### config.mk
export PLATFORM = sky130hd
export DESIGN_NAME = dcmi_capture_ctrl
export DESIGN_NICKNAME = d
export VERILOG_FILES = /design/src/rtl/dcmi_capture_ctrl_pkg.sv /design/src/rtl/dcmi_capture_ctrl_zx_sync_counter.sv /design/src/rtl/dcmi_capture_ctrl.sv
export SDC_FILE = /design/constraint.sdc
export NUM_CORES = 1
export LEC_CHECK = 0
export CORE_ASPECT_RATIO = 0.7
export CORE_MARGIN = 3
export CORE_UTILIZATION = 45
export CTS_CLUSTER_SIZE = 20
export DETAILED_ROUTE_END_ITERATION = 10
export PLACE_DENSITY_LB_ADDON = 0.25
export SLEW_MARGIN = 20
export SYNTH_ARGS = -nofsm -noshare
export SYNTH_HDL_FRONTEND = slang
export SYNTH_SLANG_ARGS = --single-unit
### constraint.sdc
create_clock -name ZX_PIX_CLK -period 2.1 [get_ports ZX_PIX_CLK]
set_input_delay 0.42 -clock ZX_PIX_CLK [delete_from_list [all_inputs] [get_ports ZX_PIX_CLK]]
set_output_delay 0.42 -clock ZX_PIX_CLK [all_outputs]
set_load 0.05 [all_outputs]
### src/rtl/dcmi_capture_ctrl_pkg.sv
// Shared definitions for the ZX-to-DCMI capture path: FSM encoding,
// default window geometry and the DCMI byte layout.
package dcmi_capture_ctrl_pkg;

  typedef enum logic [1:0] {
    ST_IDLE  = 2'd0,
    ST_SYNC  = 2'd1,
    ST_FRAME = 2'd2,
    ST_END   = 2'd3
  } cap_state_e;

  localparam int DEF_CNT_W    = 10;
  localparam int DEF_H_START  = 96;
  localparam int DEF_H_WIDTH  = 320;
  localparam int DEF_V_START  = 24;
  localparam int DEF_V_HEIGHT = 240;

  // DCMI byte carries the ZX colour nibble {I,B,G,R} in the low bits.
  function automatic logic [7:0] dcmi_byte(input logic [3:0] rgbi);
    return {4'b0000, rgbi};
  endfunction

endpackage

### src/rtl/dcmi_capture_ctrl_zx_sync_counter.sv
// ZX raster position tracker: registers HS/VS once, detects falling edges
// and maintains saturating pixel (h_cnt) and line (v_cnt) counters.
module zx_sync_counter #(
  parameter int CNT_W = 10
) (
  input  logic             clk,
  input  logic             rst_n,
  input  logic             hs,
  input  logic             vs,
  output logic             hs_fall,
  output logic             vs_fall,
  output logic [CNT_W-1:0] h_cnt,
  output logic [CNT_W-1:0] v_cnt
);

  localparam logic [CNT_W-1:0] CNT_MAX = '1;

  logic hs_q;
  logic vs_q;

  assign hs_fall = hs_q & ~hs;
  assign vs_fall = vs_q & ~vs;

  always_ff @(posedge clk or negedge rst_n) begin
    if (!rst_n) begin
      hs_q  <= 1'b0;
      vs_q  <= 1'b0;
      h_cnt <= '0;
      v_cnt <= '0;
    end else begin
      hs_q <= hs;
      vs_q <= vs;
      if (hs_fall)
        h_cnt <= '0;
      else if (h_cnt != CNT_MAX)
        h_cnt <= h_cnt + 1'b1;
      // A frame start wins over the line start that usually coincides with it.
      if (vs_fall)
        v_cnt <= '0;
      else if (hs_fall && (v_cnt != CNT_MAX))
        v_cnt <= v_cnt + 1'b1;
    end
  end

endmodule

### src/rtl/dcmi_capture_ctrl.sv
// Frame-capture sequencer: crops a window out of the ZX raster and drives
// registered DCMI data/valid strobes, single-shot or continuous.
module dcmi_capture_ctrl
  import dcmi_capture_ctrl_pkg::*;
#(
  parameter int CNT_W    = DEF_CNT_W,
  parameter int H_START  = DEF_H_START,
  parameter int H_WIDTH  = DEF_H_WIDTH,
  parameter int V_START  = DEF_V_START,
  parameter int V_HEIGHT = DEF_V_HEIGHT
) (
  input  logic       ZX_PIX_CLK,
  input  logic       ZX_RST_N,
  input  logic [3:0] ZX_RGBI,
  input  logic       ZX_HS,
  input  logic       ZX_VS,
  input  logic       CAP_REQ,
  input  logic       CAP_CONT,
  output logic [7:0] DCMI_DATA,
  output logic       DCMI_HSYNC,
  output logic       DCMI_VSYNC,
  output logic       CAP_BUSY,
  output logic       CAP_DONE,
  output logic       CAP_ERR,
  output logic [7:0] FRAME_CNT,
  output cap_state_e dbg_state
);

  localparam logic [CNT_W:0] H_LO   = (CNT_W+1)'(H_START);
  localparam logic [CNT_W:0] H_HI   = (CNT_W+1)'(H_START + H_WIDTH);
  localparam logic [CNT_W:0] V_LO   = (CNT_W+1)'(V_START);
  localparam logic [CNT_W:0] V_HI   = (CNT_W+1)'(V_START + V_HEIGHT);
  localparam logic [CNT_W:0] V_LAST = (CNT_W+1)'(V_START + V_HEIGHT - 1);

  logic             hs_fall;
  logic             vs_fall;
  logic [CNT_W-1:0] h_cnt;
  logic [CNT_W-1:0] v_cnt;
  logic [3:0]       rgbi_q;
  cap_state_e       state;
  cap_state_e       state_nx;
  logic             err_set;
  logic             err_clr;
  logic             in_h;
  logic             in_v;
  logic             frame_last;
  logic             win_v;
  logic             win_hv;

  zx_sync_counter #(.CNT_W(CNT_W)) u_sync (
    .clk     (ZX_PIX_CLK),
    .rst_n   (ZX_RST_N),
    .hs      (ZX_HS),
    .vs      (ZX_VS),
    .hs_fall (hs_fall),
    .vs_fall (vs_fall),
    .h_cnt   (h_cnt),
    .v_cnt   (v_cnt)
  );

  assign in_h = ({1'b0, h_cnt} >= H_LO) && ({1'b0, h_cnt} < H_HI);
  assign in_v = ({1'b0, v_cnt} >= V_LO) && ({1'b0, v_cnt} < V_HI);
  // This line start moves v_cnt past the last window line.
  assign frame_last = hs_fall && !vs_fall && ({1'b0, v_cnt} == V_LAST);
  assign win_v  = (state == ST_FRAME) && in_v;
  assign win_hv = win_v && in_h;

  assign CAP_BUSY  = (state == ST_SYNC) || (state == ST_FRAME);
  assign dbg_state = state;

  always_comb begin
    state_nx = state;
    err_set  = 1'b0;
    err_clr  = 1'b0;
    case (state)
      ST_IDLE: begin
        if (CAP_REQ) begin
          state_nx = ST_SYNC;
          err_clr  = 1'b1;
        end
      end
      ST_SYNC: begin
        if (vs_fall) state_nx = ST_FRAME;
      end
      ST_FRAME: begin
        if (vs_fall) begin
          state_nx = ST_SYNC;
          err_set  = 1'b1;
        end else if (frame_last) begin
          state_nx = ST_END;
        end
      end
      ST_END: begin
        state_nx = (CAP_CONT && CAP_REQ) ? ST_SYNC : ST_IDLE;
      end
      default: state_nx = ST_IDLE;
    endcase
  end

  always_ff @(posedge ZX_PIX_CLK or negedge ZX_RST_N) begin
    if (!ZX_RST_N) begin
      state      <= ST_IDLE;
      rgbi_q     <= 4'h0;
      DCMI_DATA  <= 8'h00;
      DCMI_HSYNC <= 1'b0;
      DCMI_VSYNC <= 1'b0;
      CAP_DONE   <= 1'b0;
      CAP_ERR    <= 1'b0;
      FRAME_CNT  <= 8'h00;
    end else begin
      state      <= state_nx;
      rgbi_q     <= ZX_RGBI;
      DCMI_VSYNC <= win_v;
      DCMI_HSYNC <= win_hv;
      DCMI_DATA  <= win_hv ? dcmi_byte(rgbi_q) : 8'h00;
      CAP_DONE   <= (state == ST_END);
      if (state == ST_END)
        FRAME_CNT <= FRAME_CNT + 8'd1;
      if (err_set)
        CAP_ERR <= 1'b1;
      else if (err_clr)
        CAP_ERR <= 1'b0;
    end
  end

endmodule

==> results of run 1 <==
-- state kept, by name (all words and copies together) (netlist names) --
name and cells:
DCMI_VSYNC 1, u_sync.v_cnt 10, rgbi_q 4, DCMI_DATA 4
FRAME_CNT 8, DCMI_HSYNC 1, u_sync.hs_q 1, u_sync.vs_q 1
dbg_state 2, u_sync.h_cnt 10, CAP_DONE 1, CAP_ERR 1
-- Yosys cell counts, types with 3 or more instances --
cell / number
a21oi_1: 10
o21ai_0: 5
and2_1: 4
buf_4: 4
nor3_1: 7
a31oi_1: 4
nand2_1: 11
and3_1: 5
nand4_1: 6
xnor2_1: 9
nor4_1: 3
dfrtp_1: 44
inv_1: 13
ha_1: 10
or3_1: 4
nor2_1: 20
nor2b_1: 3
nand3_1: 6
-- metrics by stage --
step	setup WS [ns]	hold slack (ns)
6_report	0.138	0.164
5_1_grt	0.0814	0.201
4_1_cts	0.0449	0.189
3_5_place_dp	0.0676	0.438
3_3_place_gp	0.0943	0.433
2_1_floorplan	0.231	0.124
-- path summary, 6_finish.rpt --
path	from	end	slack [ns]	cells past startpoint
min in group ZX_PIX_CLK	rgbi_q[3]	DCMI_DATA[3]	0.45	1
setup reg to reg	u_sync.h_cnt[0]	u_sync.h_cnt[1]	0.42	5
setup / recovery	FRAME_CNT[2]	FRAME_CNT[2]	0.14	1
hold reg to reg	rgbi_q[3]	DCMI_DATA[3]	0.45	1
hold / removal	ZX_RST_N	FRAME_CNT[5]	0.16	2
max in group asynchronous	ZX_RST_N	u_sync.v_cnt[1]	1.56	2
-- cell usage in the layout, fill, tap and decap left out, types with 2 or more instances in the layout --
| cell | Yosys | layout |
|---|---|---|
| a21oi_1 | 10 | 10 |
| o41ai_1 | 2 | 2 |
| a311oi_1 | 2 | 2 |
| nor3_1 | 7 | 7 |
| xnor2_1 | 9 | 9 |
| nor2b_1 | 3 | 3 |
| buf_4 | 4 | 6 |
| a31oi_1 | 4 | 4 |
| conb_1 | 1 | 4 |
| or3_1 | 4 | 4 |
| mux2i_1 | 2 | 2 |
| nand4_1 | 6 | 6 |
| dfrtp_1 | 44 | 44 |
| nand3_1 | 6 | 6 |
| o21a_1 | 2 | 2 |
| nor2_1 | 20 | 20 |
| xor2_1 | 2 | 2 |
| nor4_1 | 3 | 3 |
| clkdlybuf4s50_1 | 0 | 23 |
| clkbuf_8 | 0 | 5 |
| nand4_2 | 2 | 2 |
| nand2_1 | 11 | 11 |
| inv_1 | 13 | 13 |
| and3_1 | 5 | 5 |
| o21ai_0 | 5 | 5 |
| dlymetal6s2s_1 | 0 | 3 |
| ha_1 | 10 | 10 |
| and2_1 | 4 | 4 |
| clkinv_4 | 0 | 2 |
-- final cells by class --
| cell class | instances | area (sq um) |
|---|---|---|
| inverter | 13 | 48.8 |
| multi-input combinational | 145 | 980 |
| clock buffer | 5 | 68.8 |
| sequential | 44 | 1100 |
| tap | 55 | 68.8 |
| fill | 378 | 1830 |
| timing repair buffer | 34 | 338 |
| clock inverter | 3 | 47.5 |
-- logic make-up (layout without fill, tap and decap cells) --
logic type / count (synthesis) / in the layout
flip-flops: 44 / 44
AND/OR/NAND/NOR: 79 / 79
adder cells (fa/ha/maj): 10 / 10
AO/OA/AOI/OAI: 37 / 37
XOR/XNOR: 11 / 11
multiplexers: 4 / 4
buffers and inverters: 21 / 55
other: 1 / 4
-- power by group through the flow --
stage               Clock [W]  Combinational, W  Sequential, W
floorplan                   0          0.000430        0.00139
global placement            0           0.00106        0.00113
detailed placement          0           0.00107        0.00114
CTS                  0.000690           0.00108        0.00112
global route         0.000725           0.00115        0.00115
finish               0.000668           0.00106        0.00112
-- metal layers --
metal  vias up  GRT usage (%)  routed length (microns)
met5         -              0                        0
met4         0           5.76                       59
met3         6           6.70                      220
met2        33           19.7                     1570
met1       748           25.0                     2230
li1        802              -                        -
==> flow_metrics.env, run 1 <==
export IMPL_outcome="complete, no violations"
export IMPL_muxShareOfSynthArea_pct=1.96
export IMPL_cp_end_kind="output pin"
export IMPL_pin_count=33
export IMPL_diodes=0
export IMPL_ys_seq_area_share_pct=50.8
export IMPL_hold_viol_final=0
export IMPL_tightest_slew_ns=0.539
export IMPL_placed_area_sq_um=2530
export IMPL_p_int_w=0.00175
export IMPL_totalWireLength_mm=4.08
export IMPL_dr_pass1_iters=4
export IMPL_pwr_share_seq_pct=39.2
export IMPL_slew_headroom_pct=64.1
export IMPL_ant_nets=0
export IMPL_critPathMaxStageDelay_ns=0.82
export IMPL_gp_congestion=0.834
export IMPL_drv_cap=0
export IMPL_synthArstFlopShare_pct=100
export IMPL_ys_top_cells_by_area="dfrtp_1, ha_1, xnor2_1"
export IMPL_p_sw_share_pct=38.7
export IMPL_fin_skew_ns=0.00988
export IMPL_start_util_pct=48.4
export IMPL_die_x_microns=88.9
export IMPL_drc=0
export IMPL_rows=20
export IMPL_coreArea_sq_um=4480
export IMPL_fmax_mhz=510
export IMPL_ir_drop_uv=921
export IMPL_post_cts_buffers=0
export IMPL_drt_iter0_drc=68
export IMPL_via_count=1589
export IMPL_p_clk_share_pct=23.4
export IMPL_worstPathRequired_ns=1.68
export IMPL_clkSinkCount=44
export IMPL_area_delta_synth_final_pct=22.4
export IMPL_powerDensity_nw_per_um2=1070
export IMPL_path_delay_family="buffers and inverters"
export IMPL_rsz0062_at_grt="false"
export IMPL_clockRootBuffer="clkbuf_8"
export IMPL_synth_edf_count=0
export IMPL_critical_path_slowest_cell="clkdlybuf4s50_1"
export IMPL_syn_mean_instance_area_sq_um=10.5
export IMPL_grt_pass1_wl_mm=7.00
export IMPL_fin_nets=263
export IMPL_combPwrFrac_pct=37.3
export IMPL_synth_simple_area_share_pct=20.5
export IMPL_utilization_pct=59.2
export IMPL_grt_max_degree=45
export IMPL_synthAdderAreaFrac_pct=5.77
export IMPL_synth_xor_area_share_pct=4.45
export IMPL_synth_warnings=0
export IMPL_power_switching_w=0.00110
export IMPL_ys_seq_elements=44
export IMPL_final_cells=299
export IMPL_path_cells="clkdlybuf4s50_1"
export IMPL_crit_buf_inv=1
export IMPL_p_leak_nw=1.19
export IMPL_placedCellCount=291
export IMPL_grt_pass1_vias=1464
export IMPL_synth_top_area_share_pct=50.8
export IMPL_hold_class="in -> async"
export IMPL_synth_top_family_by_area="simple AND/OR/NAND/NOR gates"
export IMPL_cts_tree="yes"
export IMPL_drive_gt1_share_pct=10.7
export IMPL_fin_crit_ns=1.96
export IMPL_antenna_found_initial=0
export IMPL_clockBufferDepth=2
export IMPL_startpoint_type="flip-flop"
export IMPL_gr_total_overflow=0
export IMPL_syn_inst=207
export IMPL_cts_hold_repair_buffers=0
export IMPL_critical_path_class="reg -> out"
export IMPL_cp_max_fo=4
export IMPL_period_share_pct=93.4
export IMPL_fp_dieArea_sq_um=5700
export IMPL_syn_area_sq_um=2170
export IMPL_die_h_microns=64.1
export IMPL_globalRouteTotalUtil_pct=16.2
export IMPL_synthFlopType="dfrtp_1"
export IMPL_clk_pin_slew_ns=0.09
export IMPL_stdcell_area_sq_um=2650
export IMPL_clk_insertion_delay_late_ns=0.31
export IMPL_synth_area_leader_cell="dfrtp_1"
export IMPL_ys_types=50
export IMPL_slew_viol_final=0
export IMPL_wl_per_cell_microns=13.6
export IMPL_setup_viol=0
export IMPL_cts_repair_resized=0
export IMPL_worst_ep_arrival_time_ns=1.54
export IMPL_report_power_total_w=0.00285
export IMPL_synth_compound_area_share_pct=11.8
export IMPL_htree_num_levels=2
export IMPL_viasPerCell=5.31
export IMPL_finalSetupTns_ns=0
export IMPL_io_buffers=28
export IMPL_cts_made_buffers=5
export IMPL_hpwl_mm=2.97
Power figures use the tool's default switching activity.
==> run 2, diff against run 1 <==
--- a/config.mk
+++ b/config.mk
@@ -5,12 +5,14 @@
 export SDC_FILE = /design/constraint.sdc
 export NUM_CORES = 1
 export LEC_CHECK = 0
+export ABC_AREA = 1
 export CORE_ASPECT_RATIO = 0.7
 export CORE_MARGIN = 3
 export CORE_UTILIZATION = 45
 export CTS_CLUSTER_SIZE = 20
 export DETAILED_ROUTE_END_ITERATION = 10
 export PLACE_DENSITY_LB_ADDON = 0.25
+export RECOVER_POWER = 100
 export SLEW_MARGIN = 20
 export SYNTH_ARGS = -nofsm -noshare
 export SYNTH_HDL_FRONTEND = slang
==> flow_metrics.env, run 2 <==
export IMPL_rsz0062_at_grt="false"
export IMPL_period_share_pct=95.8
export IMPL_muxShareOfSynthArea_pct=0.482
export IMPL_drv_cap=0
export IMPL_syn_inst=272
export IMPL_critical_path_class="reg -> out"
export IMPL_most_common_layout_cells="nand2_1, dfrtp_1, inv_1, nor2_1"
export IMPL_synth_top_family_by_area="simple AND/OR/NAND/NOR gates"
export IMPL_clockRootBuffer="clkbuf_8"
export IMPL_slew_headroom_pct=30.0
export IMPL_syn_area_sq_um=2340
export IMPL_synth_edf_count=0
export IMPL_hold_viol_final=0
export IMPL_reg2reg_slack_ns=0.39
export IMPL_seq_area_sq_um=1100
export IMPL_multi_input_area_sq_um=975
export IMPL_drt_iter0_drc=91
export IMPL_fin_skew_ns=0.00674
export IMPL_ys_types=33
export IMPL_mostFrequentLayoutCell="nand2_1"
export IMPL_placedCellCount=368
export IMPL_synth_simple_area_share_pct=27.9
export IMPL_grt_max_degree=45
export IMPL_cp_end_kind="output pin"
export IMPL_viasPerCell=4.75
export IMPL_grtUsageMet2_pct=23.1
export IMPL_ys_seq_area_share_pct=47.1
export IMPL_antenna_found_initial=0
export IMPL_drive_gt1_share_pct=8.79
export IMPL_synth_warnings=0
export IMPL_die_h_microns=66.3
export IMPL_ant_nets=0
export IMPL_top_usage_layer="met1"
export IMPL_hold_class="in -> async"
export IMPL_finalSetupTns_ns=0
export IMPL_diodes=0
export IMPL_htree_num_levels=2
export IMPL_synthArstFlopShare_pct=100
export IMPL_worst_ep_arrival_time_ns=1.59
export IMPL_fin_crit_ns=2.01
export IMPL_totalWireLength_mm=4.44
export IMPL_via_count=1787
export IMPL_synth_xor_area_share_pct=4.12
export IMPL_dr_pass1_iters=5
export IMPL_slew_viol_final=0
export IMPL_clk_pin_slew_ns=0.09
export IMPL_cts_hold_repair_buffers=0
export IMPL_grt_pass1_vias=1693
export IMPL_p_leak_nw=1.43
export IMPL_clkSinkCount=44
export IMPL_pin_count=33
export IMPL_ir_drop_uv=1010
export IMPL_ys_top_cells_by_area="dfrtp_1, nand2_1, inv_1"
export IMPL_fin_nets=326
export IMPL_synthAdderAreaFrac_pct=5.35
export IMPL_globalRouteTotalUtil_pct=16.1
export IMPL_synthFlopType="dfrtp_1"
export IMPL_top_regs="u_sync.h_cnt x10, u_sync.v_cnt x10, FRAME_CNT x8"
export IMPL_synth_area_leader_cell="dfrtp_1"
export IMPL_io_buffers=28
export IMPL_drc=0
export IMPL_gr_total_overflow=0
export IMPL_reg2reg_depth=9
export IMPL_cts_tree="yes"
export IMPL_post_cts_buffers=0
export IMPL_nFillCells=455
export IMPL_die_x_microns=92.1
export IMPL_synth_compound_area_share_pct=5.89
export IMPL_r2r_end="u_sync.v_cnt[4]"
export IMPL_path_delay_family="buffers and inverters"
export IMPL_yosysMostFrequentCell="nand2_1"
export IMPL_powerDensity_nw_per_um2=975
export IMPL_report_power_total_w=0.00264
export IMPL_cts_repair_resized=0
export IMPL_synth_top_area_share_pct=47.1
export IMPL_final_cells=376
export IMPL_startpoint_type="flip-flop"
export IMPL_start_util_pct=47.8
export IMPL_syn_mean_instance_area_sq_um=8.59
export IMPL_critPathMaxStageDelay_ns=0.89
export IMPL_worstPathRequired_ns=1.68
export IMPL_rows=21
export IMPL_clockBufferDepth=2
export IMPL_worstReg2RegStart="u_sync.v_cnt[0]"
export IMPL_hpwl_mm=3.24
export IMPL_crit_buf_inv=1
export IMPL_ys_seq_elements=44
export IMPL_cp_max_fo=3
export IMPL_setup_viol=0
export IMPL_coreArea_sq_um=4890
export IMPL_synthTopCellsByCount="nand2_1, dfrtp_1, inv_1, nor2_1, nand3_1"
export IMPL_critical_path_slowest_cell="dlygate4sd3_1"
export IMPL_met1_usage_pct=23.6
export IMPL_grt_use_met3_pct=4.32
export IMPL_fp_dieArea_sq_um=6110
export IMPL_outcome="complete, no violations"
export IMPL_utilization_pct=55.5
export IMPL_fmax_mhz=497
export IMPL_grt_pass1_wl_mm=7.61
export IMPL_cts_made_buffers=5
export IMPL_gp_congestion=0.895
export IMPL_path_cells="dlygate4sd3_1"
export IMPL_wl_per_cell_microns=11.8
export IMPL_clk_insertion_delay_late_ns=0.30
export IMPL_area_delta_synth_final_pct=16.0
export IMPL_tightest_slew_ns=1.05
[run 2: cell type report]
class                      instances  share of cell area [%]
timing repair buffer              30                    10.2
tap                               69                    3.18
clock buffer                       5                    2.54
inverter                          42                    5.81
clock inverter                     3                    1.71
sequential                        44                    40.6
multi-input combinational        183                    35.9
[run 2: cell families (layout without fill, tap and decap cells)]
family,Yosys count,in the layout
DFF,44,44
other,1,4
buffers and inverters,48,80
and+or+nand+nor,138,138
AOI/OAI and AO/OA,19,19
muxes,1,1
adders and majority gates,10,10
xor gates and xnor gates,11,11
[run 2: metal layers]
metal / up-vias / wire, microns
met3: 2 / 208
met1: 836 / 2370
met2: 40 / 1840
met5: - / 0
met4: 0 / 23
li1: 909 / -
[run 2: how the worst max path moves through the flow]
stage                      end          from  slack (ns)  cells after the start
2_1_floorplan         CAP_BUSY  dbg_state[0]        0.23                      2
3_3_place_gp      dbg_state[1]  dbg_state[1]        0.40                      1
3_5_place_dp   u_sync.v_cnt[4]         ZX_VS        0.37                      7
4_1_cts           dbg_state[1]  dbg_state[1]        0.03                      1
5_1_grt           dbg_state[0]  dbg_state[0]        0.02                      1
6_report          FRAME_CNT[6]  FRAME_CNT[6]        0.09                      1
[run 2: power breakdown]
| part | switching (W) | internal (W) | total (W) |
|---|---|---|---|
| Clock | 0.000304 | 0.000358 | 0.000663 |
| Combinational | 0.000609 | 0.000280 | 0.000889 |
| Sequential | 0.000128 | 0.000964 | 0.00109 |
[run 2: stage by stage]
stage	worst slack (ns)	hold WS (ns)	instance area, sq um
finish	0.0876	0.379	2710
global route	0.0232	0.494	2710
CTS	0.0273	0.208	2800
detailed placement	0.370	0.457	2690
global placement	0.400	0.454	2690
floorplan	0.230	0.124	2350
==> run 3, diff against run 2 <==
--- a/config.mk
+++ b/config.mk
@@ -5,7 +5,7 @@
 export SDC_FILE = /design/constraint.sdc
 export NUM_CORES = 1
 export LEC_CHECK = 0
-export ABC_AREA = 1
+export CAP_MARGIN = 0
 export CORE_ASPECT_RATIO = 0.7
 export CORE_MARGIN = 3
 export CORE_UTILIZATION = 45
==> flow_metrics.env, run 3 (synthesis results as in run 1) <==
export IMPL_cts_made_buffers=5
export IMPL_antenna_found_initial=0
export IMPL_top_regs="u_sync.h_cnt x10, u_sync.v_cnt x10, FRAME_CNT x8"
export IMPL_placedCellCount=291
export IMPL_grt_max_degree=45
export IMPL_reg2reg_slack_ns=0.37
export IMPL_fmax_mhz=501
export IMPL_coreArea_sq_um=4480
export IMPL_diodes=0
export IMPL_p_leak_nw=1.17
export IMPL_io_buffers=28
export IMPL_grt_pass1_wl_mm=7.00
export IMPL_pin_count=33
export IMPL_die_h_microns=64.1
export IMPL_finalSetupTns_ns=0
export IMPL_hold_class="in -> async"
export IMPL_met1_usage_pct=25.0
export IMPL_totalWireLength_mm=4.09
export IMPL_clkSinkCount=44
export IMPL_cp_max_fo=3
export IMPL_fp_dieArea_sq_um=5700
export IMPL_die_x_microns=88.9
export IMPL_gp_congestion=0.834
export IMPL_reg2reg_depth=4
export IMPL_tightest_slew_ns=1.04
export IMPL_htree_num_levels=2
export IMPL_drv_cap=0
export IMPL_grt_use_met3_pct=6.70
export IMPL_viasPerCell=5.30
export IMPL_clockBufferDepth=2
export IMPL_outcome="complete, no violations"
export IMPL_stdcell_area_sq_um=2580
export IMPL_critical_path_slowest_cell="dlygate4sd3_1"
export IMPL_critical_path_class="reg -> out"
export IMPL_ir_drop_uv=697
export IMPL_via_count=1585
export IMPL_path_cells="dlygate4sd3_1"
export IMPL_critPathMaxStageDelay_ns=0.88
export IMPL_mostFrequentLayoutCell="dfrtp_1"
export IMPL_rows=20
export IMPL_clk_pin_slew_ns=0.09
export IMPL_nFillCells=390
export IMPL_most_common_layout_cells="dfrtp_1, nor2_1, dlygate4sd3_1, inv_1, nand2_1"
export IMPL_wl_per_cell_microns=13.7
export IMPL_gr_total_overflow=0
export IMPL_worstPathRequired_ns=1.68
export IMPL_clockRootBuffer="clkbuf_8"
export IMPL_drt_iter0_drc=81
export IMPL_cp_end_kind="output pin"
export IMPL_grt_pass1_vias=1464
export IMPL_placed_area_sq_um=2530
export IMPL_grtUsageMet2_pct=19.7
export IMPL_fin_crit_ns=2.00
export IMPL_dr_pass1_iters=4
export IMPL_fin_nets=263
export IMPL_crit_buf_inv=1
export IMPL_final_cells=299
export IMPL_clk_insertion_delay_late_ns=0.31
export IMPL_drive_gt1_share_pct=7.79
export IMPL_post_cts_buffers=0
export IMPL_fin_skew_ns=0.00787
export IMPL_startpoint_type="flip-flop"
export IMPL_hold_viol_final=0
export IMPL_path_delay_family="buffers and inverters"
export IMPL_slew_headroom_pct=30.4
export IMPL_globalRouteTotalUtil_pct=16.2
export IMPL_slew_viol_final=0
export IMPL_worstReg2RegStart="u_sync.h_cnt[5]"
export IMPL_powerDensity_nw_per_um2=1060
export IMPL_r2r_end="DCMI_DATA[1]"
export IMPL_setup_viol=0
export IMPL_area_delta_synth_final_pct=19.1
export IMPL_top_usage_layer="met1"
export IMPL_cts_tree="yes"
export IMPL_multi_input_area_sq_um=958
export IMPL_start_util_pct=48.4
export IMPL_hpwl_mm=2.97
export IMPL_rsz0062_at_grt="false"
export IMPL_ant_nets=0
export IMPL_period_share_pct=95.1
export IMPL_worst_ep_arrival_time_ns=1.58
export IMPL_drc=0
export IMPL_seq_area_sq_um=1100
-- run 3: changes by cell type in the layout (fill, tap and decap cells not counted), sizes merged, moves of 7 or more --
cell and change:
a21oi +10, nand3 -14, nor2 -7, o21ai -8, inv -30, nand2 -60
-- run 3: how the worst max path moves through the flow --
stage,from,to,slack (ns),cells past startpoint
after floorplan,dbg_state[0],CAP_BUSY,0.23,2
after global placement,ZX_HS,u_sync.v_cnt[5],0.09,5
after detailed placement,ZX_HS,u_sync.v_cnt[5],0.07,5
after CTS,FRAME_CNT[0],FRAME_CNT[0],0.04,1
after global routing,FRAME_CNT[3],FRAME_CNT[3],0.04,1
final,FRAME_CNT[3],FRAME_CNT[3],0.10,1
-- run 3: cell type report --
| type | count | area share, % |
|---|---|---|
| inverter | 13 | 1.89 |
| timing repair buffer | 34 | 11.1 |
| clock inverter | 3 | 1.84 |
| tap | 55 | 2.67 |
| multi-input combinational | 145 | 37.1 |
| sequential | 44 | 42.7 |
| clock buffer | 5 | 2.67 |
-- run 3: metal layers --
layer,vias to the layer above,wire (microns)
li1,800,-
met1,751,2230
met2,28,1600
met3,6,199
met4,0,59
met5,-,0
-- run 3: per-stage QoR --
stage          hold WS [ns]  util (%)  power (W)  worst slack, ns
6_report              0.360      57.6    0.00273            0.103
5_1_grt               0.443      57.6    0.00290           0.0427
4_1_cts               0.189      59.1    0.00288           0.0449
3_5_place_dp          0.438      56.5    0.00221           0.0676
3_3_place_gp          0.433      56.5    0.00219           0.0943
2_1_floorplan         0.124         -    0.00182            0.231
-- run 3: power by group --
group / internal (W) / total (W) / switching, W / leakage [nW]
registers: 0.000971 / 0.00112 / 0.000148 / 0.581
logic: 0.000304 / 0.000942 / 0.000638 / 0.526
clock network: 0.000358 / 0.000667 / 0.000309 / 0.0583
-- run 3: timing repair --
action | 4_1_cts | 5_1_grt
endpoints found under the hold margin | 0 | 0
hold buffers | 0 | 0
resized for setup | 0 | 3
endpoints found under the setup margin | 0 | 3
